### src/rtl/fir_sequencer.sv
// -----------------------------------------------------------------------------
// fir_sequencer
//
// Sequences one pass of a 4-tap FIR filter over a stream of samples fetched
// from an external filter memory manager. The tap set is latched once per
// pass. Each sample is then requested, captured into the delay line and
// multiply-accumulated against the taps. A fixed-point result is strobed out
// for every sample. The pass ends on the sample flagged as last, or aborts
// with a sticky error if the memory manager does not answer within TIMEOUT
// cycles.
//
// Fixed point: b, m and result are Q(16-FRAC_BITS).FRAC_BITS two's complement.
//
// Optional feature macro: FIR_SEQ_SATURATE_EN
//   defined   -> result clamps to 16'h7FFF / 16'h8000 when the accumulator is
//                outside the 16-bit result range
//   undefined -> result is the plain accumulator bit slice (wraps)
//
// Parameters
//   FRAC_BITS            fraction bits of the fixed-point format (default 8)
//   TIMEOUT              maximum cycles spent waiting for a sample, 1..255
//
// Ports
//   clock                single clock, rising edge
//   clear                asynchronous active-high reset
//   start                begin a pass (sampled only when idle)
//   mgr_en               enable to the memory manager while a pass is active
//   b_element_ready      tap set valid and stable
//   b0..b3_element       filter taps
//   m_element_requested  one-cycle request for the next sample
//   m_element_ready      sample valid this cycle
//   m_element            input sample
//   last_m_element       marks m_element as the final sample of the pass
//   result_valid         one-cycle strobe, result holds a new output
//   result               filter output
//   sample_count         results produced this pass (wraps 1023 -> 0)
//   busy                 high whenever not idle
//   done                 one-cycle strobe at pass completion
//   error                sticky timeout flag
// -----------------------------------------------------------------------------
module fir_sequencer #(
    parameter int FRAC_BITS = 8,
    parameter int TIMEOUT   = 255
) (
    input  logic        clock,
    input  logic        clear,
    input  logic        start,
    output logic        mgr_en,
    input  logic        b_element_ready,
    input  logic [15:0] b0_element,
    input  logic [15:0] b1_element,
    input  logic [15:0] b2_element,
    input  logic [15:0] b3_element,
    output logic        m_element_requested,
    input  logic        m_element_ready,
    input  logic [15:0] m_element,
    input  logic        last_m_element,
    output logic        result_valid,
    output logic [15:0] result,
    output logic [9:0]  sample_count,
    output logic        busy,
    output logic        done,
    output logic        error
);

    typedef enum logic [2:0] {
        IDLE,
        LOAD_B,
        REQUEST,
        WAIT_M,
        MAC,
        DONE
    } state_t;

    state_t state;
    state_t state_next;

    // Latched tap set and sample delay line (x0 is the newest sample)
    logic signed [15:0] b0;
    logic signed [15:0] b1;
    logic signed [15:0] b2;
    logic signed [15:0] b3;
    logic signed [15:0] x0;
    logic signed [15:0] x1;
    logic signed [15:0] x2;
    logic signed [15:0] x3;
    logic               last_flag;

    // Cycles spent in WAIT_M so far; the timeout fires on the last allowed one
    logic [7:0] wait_count;
    localparam logic [7:0] TIMEOUT_LAST = 8'(TIMEOUT - 1);
    logic timeout_hit;

    logic signed [31:0] p0;
    logic signed [31:0] p1;
    logic signed [31:0] p2;
    logic signed [31:0] p3;
    logic signed [33:0] acc;
    logic        [15:0] result_next;

    assign timeout_hit = (wait_count == TIMEOUT_LAST);

    // State register
    always_ff @(posedge clock or posedge clear) begin
        if (clear) begin
            state <= IDLE;
        end else begin
            state <= state_next;
        end
    end

    // Next-state logic and the state-decoded outputs
    always_comb begin
        state_next          = state;
        mgr_en              = 1'b0;
        m_element_requested = 1'b0;
        busy                = 1'b1;
        done                = 1'b0;
        case (state)
            IDLE: begin
                busy = 1'b0;
                if (start) begin
                    state_next = LOAD_B;
                end
            end
            LOAD_B: begin
                mgr_en = 1'b1;
                if (b_element_ready) begin
                    state_next = REQUEST;
                end
            end
            REQUEST: begin
                mgr_en              = 1'b1;
                m_element_requested = 1'b1;
                state_next          = WAIT_M;
            end
            WAIT_M: begin
                mgr_en = 1'b1;
                if (m_element_ready) begin
                    state_next = MAC;
                end else if (timeout_hit) begin
                    // Abort straight to IDLE: no done pulse on a timeout
                    state_next = IDLE;
                end
            end
            MAC: begin
                mgr_en     = 1'b1;
                state_next = last_flag ? DONE : REQUEST;
            end
            DONE: begin
                done       = 1'b1;
                state_next = IDLE;
            end
            default: begin
                state_next = IDLE;
            end
        endcase
    end

    // Four signed 16x16 products summed at 34 bits so the sum cannot overflow
    always_comb begin
        p0  = b0 * x0;
        p1  = b1 * x1;
        p2  = b2 * x2;
        p3  = b3 * x3;
        acc = {{2{p0[31]}}, p0} + {{2{p1[31]}}, p1}
            + {{2{p2[31]}}, p2} + {{2{p3[31]}}, p3};
    end

`ifdef FIR_SEQ_SATURATE_EN
    // Clamp when the realigned accumulator no longer fits in 16 signed bits
    logic signed [33:0] acc_shifted;

    always_comb begin
        acc_shifted = acc >>> FRAC_BITS;
        if (acc_shifted > 34'sd32767) begin
            result_next = 16'h7FFF;
        end else if (acc_shifted < -34'sd32768) begin
            result_next = 16'h8000;
        end else begin
            result_next = acc_shifted[15:0];
        end
    end
`else
    // Plain realignment: keep bits FRAC_BITS+15 .. FRAC_BITS, overflow wraps
    always_comb begin
        result_next = 16'(acc >>> FRAC_BITS);
    end
`endif

    // Datapath: tap latch, delay line, timeout counter, result and status
    always_ff @(posedge clock or posedge clear) begin
        if (clear) begin
            b0           <= '0;
            b1           <= '0;
            b2           <= '0;
            b3           <= '0;
            x0           <= '0;
            x1           <= '0;
            x2           <= '0;
            x3           <= '0;
            last_flag    <= 1'b0;
            wait_count   <= '0;
            result       <= '0;
            result_valid <= 1'b0;
            sample_count <= '0;
            error        <= 1'b0;
        end else begin
            result_valid <= 1'b0;
            case (state)
                IDLE: begin
                    if (start) begin
                        // Fresh pass: warm-up outputs see zeros for missing samples
                        x0           <= '0;
                        x1           <= '0;
                        x2           <= '0;
                        x3           <= '0;
                        last_flag    <= 1'b0;
                        sample_count <= '0;
                        error        <= 1'b0;
                    end
                end
                LOAD_B: begin
                    if (b_element_ready) begin
                        b0 <= b0_element;
                        b1 <= b1_element;
                        b2 <= b2_element;
                        b3 <= b3_element;
                    end
                end
                REQUEST: begin
                    wait_count <= '0;
                end
                WAIT_M: begin
                    if (m_element_ready) begin
                        x0        <= m_element;
                        last_flag <= last_m_element;
                    end else if (timeout_hit) begin
                        error <= 1'b1;
                    end else begin
                        wait_count <= wait_count + 8'd1;
                    end
                end
                MAC: begin
                    result       <= result_next;
                    result_valid <= 1'b1;
                    x1           <= x0;
                    x2           <= x1;
                    x3           <= x2;
                    sample_count <= sample_count + 10'd1;
                end
                default: begin
                end
            endcase
        end
    end

endmodule

### config.mk
export PLATFORM = sky130hd
export DESIGN_NAME = fir_sequencer
export DESIGN_NICKNAME = d
export VERILOG_FILES = /design/src/rtl/fir_sequencer.sv
export SDC_FILE = /design/constraint.sdc
export NUM_CORES = 2
export LEC_CHECK = 0
export ABC_AREA = 1
export BUFFER_PORTS_ARGS = -buffer_cell sky130_fd_sc_hd__buf_4
export CAP_MARGIN = 20
export CORE_MARGIN = 4
export CORE_UTILIZATION = 60
export CTS_BUF_LIST = sky130_fd_sc_hd__clkbuf_16
export CTS_CLUSTER_DIAMETER = 50
export DETAILED_ROUTE_END_ITERATION = 16
export PLACE_DENSITY = 0.77
export SYNTH_ARGS = -nofsm -noshare
export SYNTH_HDL_FRONTEND = slang
export SYNTH_SLANG_ARGS = --single-unit
### constraint.sdc
create_clock -name clock -period 14.84 [get_ports clock]
set_input_delay 1.484 -clock clock [delete_from_list [all_inputs] [get_ports clock]]
set_output_delay 1.484 -clock clock [all_outputs]
set_load 0.005 [all_outputs]
==> metrics.md <==
| Metric | Value |
|---|---|
| Reg2reg path depth | 23 |
| Number of enable flip-flop cells after synthesis | 0 |
| Initial antenna violation count | 0 |
| Ys flop type | dfrtp_1 |
| Width of the die | ~260 um |
| Most common cell after layout, fill and taps aside | inv_1 |
| Starting density of the core | between 60% and 70% |
| Crit end category | flip-flop |
| Setup crit start | x2[0] |
| I/O Buffers | around 120 |
| Total Nets Final | about 5800 |
| CTS hold repair buffers | 0 |
| Overall routing resource usage | around a third |
| CP required | ~15000 ps |
| R2r endpoint | result[15] |
| IO Count | about 120 |
| Syn_nets | 5887 |
| TritonCTS clock tree | done |
| DP Wirelength | about 85000 um |
| Post-synthesis sequential area ratio | 10.9% |
| Clk slew on worst S/H paths | 90 ps |
| Row count | ~90 |
| Final WL | 101000 um |
| Critical Path AT | around 9300 ps |
| Final setup fails | 0 |
| Kind of critical path | flip-flop to flip-flop |
| RSZ-0062 raised after global routing | false |
| Share of layout cells above drive strength 1 | 5.68% |
| Crit path max fanout | 17 |
| CTS sink count | ~170 |
| Die Ht | about 260 um |
| Vias in the first global route | 30330 |
| Post-synthesis cell count | ~4700 |
| Total of max-cap violations | 0 |
| Area Growth Syn to Fin | 4.32% |
| Fin crit share | 59.7% |
| Seq cells post-synth | ~170 |
| Achievable Freq | around 110 MHz |
| First-pass GRT wire length | between 150000 and 200000 um |
| Vias per std cell | between 5 and 6 |
| Clock Root Buffer | clkbuf_16 |
| Pre-Repair DR Iteration Count | 7 |
| RePlAce Congestion | about 0.97 |
| Clock Latency Late Sink | approximately 520 ps |
| Post-Syn Area | around 0.039 mm2 |
| Commonest non-fill, non-tap cells in the layout | 1521 x inv_1, 1177 x nand2_1, 869 x fa_1 |
| Min Tclk post-route | ~9000 ps |
| Grt ovf | 0 |
| Worst-Margin Slew | between 1000 and 1500 ps |
| CTS max path bufs | 2 |
| Worst setup skew after layout | approximately 20 ps |
| Final hold vios | 0 |
| YS warnings | 0 |
| Post-CTS Resized | 0 |
| Routed vias | 28869 |
| CP endpoint | result[15] |
| Outcome | completed |
| Number of H-tree levels | 4 |
| FF-to-FF setup slack | 5990 ps |
| Final Core Density | 63.5% |
| Startpoint Class | flip-flop |
| DRT iter0 DRCs | 2285 |
| Largest net degree at the start of global routing | about 120 |
| DRT antenna net count | 0 |
| Core ar. | 0.0634 mm2 |
| Async SR Flop Fraction | 100% |
| Post-synth cell types | 52 |
| # DRC | 0 |
| Filler cells | roughly 5300 |
| FF-to-FF Start | x2[0] |
| Die ar. | between 0.06 and 0.07 mm2 |
| Post-CTS Setup Inserts | 0 |
| Worst rel slew slack | between 30% and 40% |
| CTS buffer count | 17 |
| Final slew viol count | 0 |
| Synth Area per Inst | 8.21 um2 |
| Sum Neg Setup Slack | 0 ps |
| N_diodes | 0 |
| Hold crit path type | flip-flop to flip-flop |
| DR WL/cell | between 15 and 20 um |
[worst min-delay path by stage]
stage | end | start | depth (start not counted) | slack [ps]
2_1_floorplan | sample_count[9] | sample_count[9] | 1 | 460
3_3_place_gp | sample_count[9] | sample_count[9] | 1 | 470
3_5_place_dp | sample_count[9] | sample_count[9] | 1 | 480
4_1_cts | sample_count[9] | sample_count[9] | 1 | 490
5_1_grt | sample_count[9] | sample_count[9] | 1 | 520
6_report | result[2] | result[2] | 2 | 500
[sequential cells by signal (all words and copies together) (netlist names)]
signal	cells
b0	16
b1	16
b2	16
b3	16
error	1
last_flag	1
result	16
result_valid	1
sample_count	10
state	3
wait_count	8
x0	16
x1	16
x2	16
x3	16
[layout make-up]
class	count	area (um2)	share of cell area [%]
timing repair buffer	128	961	2.38
clock buffer	17	425	1.06
multi-input combinational	2749	27600	68.5
sequential	168	4200	10.4
tap	846	1060	2.63
inverter	1550	5830	14.5
clock inverter	15	209	0.518
[critical path: stages, from the launching register on]
cell	delay [ps]
dfrtp_1	830
nand2_1	590
fa_1	670
fa_1	570
inv_1	50
fa_1	490
fa_1	590
fa_1	450
fa_1	660
fa_1	460
fa_1	490
fa_1	500
inv_1	80
fa_1	490
inv_1	50
ha_1	360
a21oi_1	280
o21bai_1	90
a21oi_1	240
o211ai_1	140
a31oi_1	370
nand3_1	120
nand3_1	100
nand2_1	50
[cells by family (layout without fill, tap and decap cells)]
| logic type | count (synthesis) | after routing | synth area share (%) |
|---|---|---|---|
| AND/OR/NAND/NOR | 1399 | 1399 | 14.4 |
| flip-flops | 168 | 168 | 10.9 |
| buffers and inverters | 1786 | 1710 | 17.7 |
| multiplexers | 47 | 47 | 1.36 |
| XOR/XNOR | 28 | 28 | 0.635 |
| AO/OA/AOI/OAI | 177 | 177 | 2.58 |
| adder cells (fa/ha/maj) | 1098 | 1098 | 52.4 |
[Yosys cell counts (4+ instances only)]
library cell,count,area share [%]
nand2_1,1177,11
nor3_1,4,0.052
nand4_1,11,0.18
nand3b_1,12,0.23
buf_6,4,0.12
mux2_2,45,1.3
ha_1,229,7.4
xor2_1,14,0.32
inv_2,24,0.23
nand2_2,10,0.16
buf_4,17,0.33
nand3_1,88,1.1
o21ai_1,11,0.14
dfrtp_1,168,11
or2_2,4,0.065
o22ai_1,37,0.60
inv_1,1523,15
nor4_1,4,0.065
fa_1,869,45
buf_2,17,0.22
clkbuf_2,4,0.052
a21oi_1,53,0.69
nor2_1,73,0.71
clkbuf_1,191,1.9
xnor2_1,14,0.32
o21ai_0,53,0.69
a31oi_1,6,0.097
[through the flow]
step                std cells  area [um2]  setup slack, ps  hold slack (ps)
floorplan                4703       38600             7310              464
global placement         5441       39700             6250              466
detailed placement       5441       39700             6160              478
CTS                      5473       40300             6120              489
global route             5473       40300             5780              523
finish                   5473       40300             5990              495
[per-layer routing]
layer / GRT usage [%] / part of all wire, % / routed length [um] / vias up
met1: 42.5 / 39 / 39300 / 14493
met2: 49.7 / 47 / 47300 / 1298
li1: - / - / - / 12857
met5: 0 / 0 / 0 / -
met3: 6.92 / 9.2 / 9240 / 221
met4: 13.6 / 5.0 / 5050 / 0
Power is not shown: default switching activity piles up to over one toggle a cycle in this logic, so the estimate is an artifact.
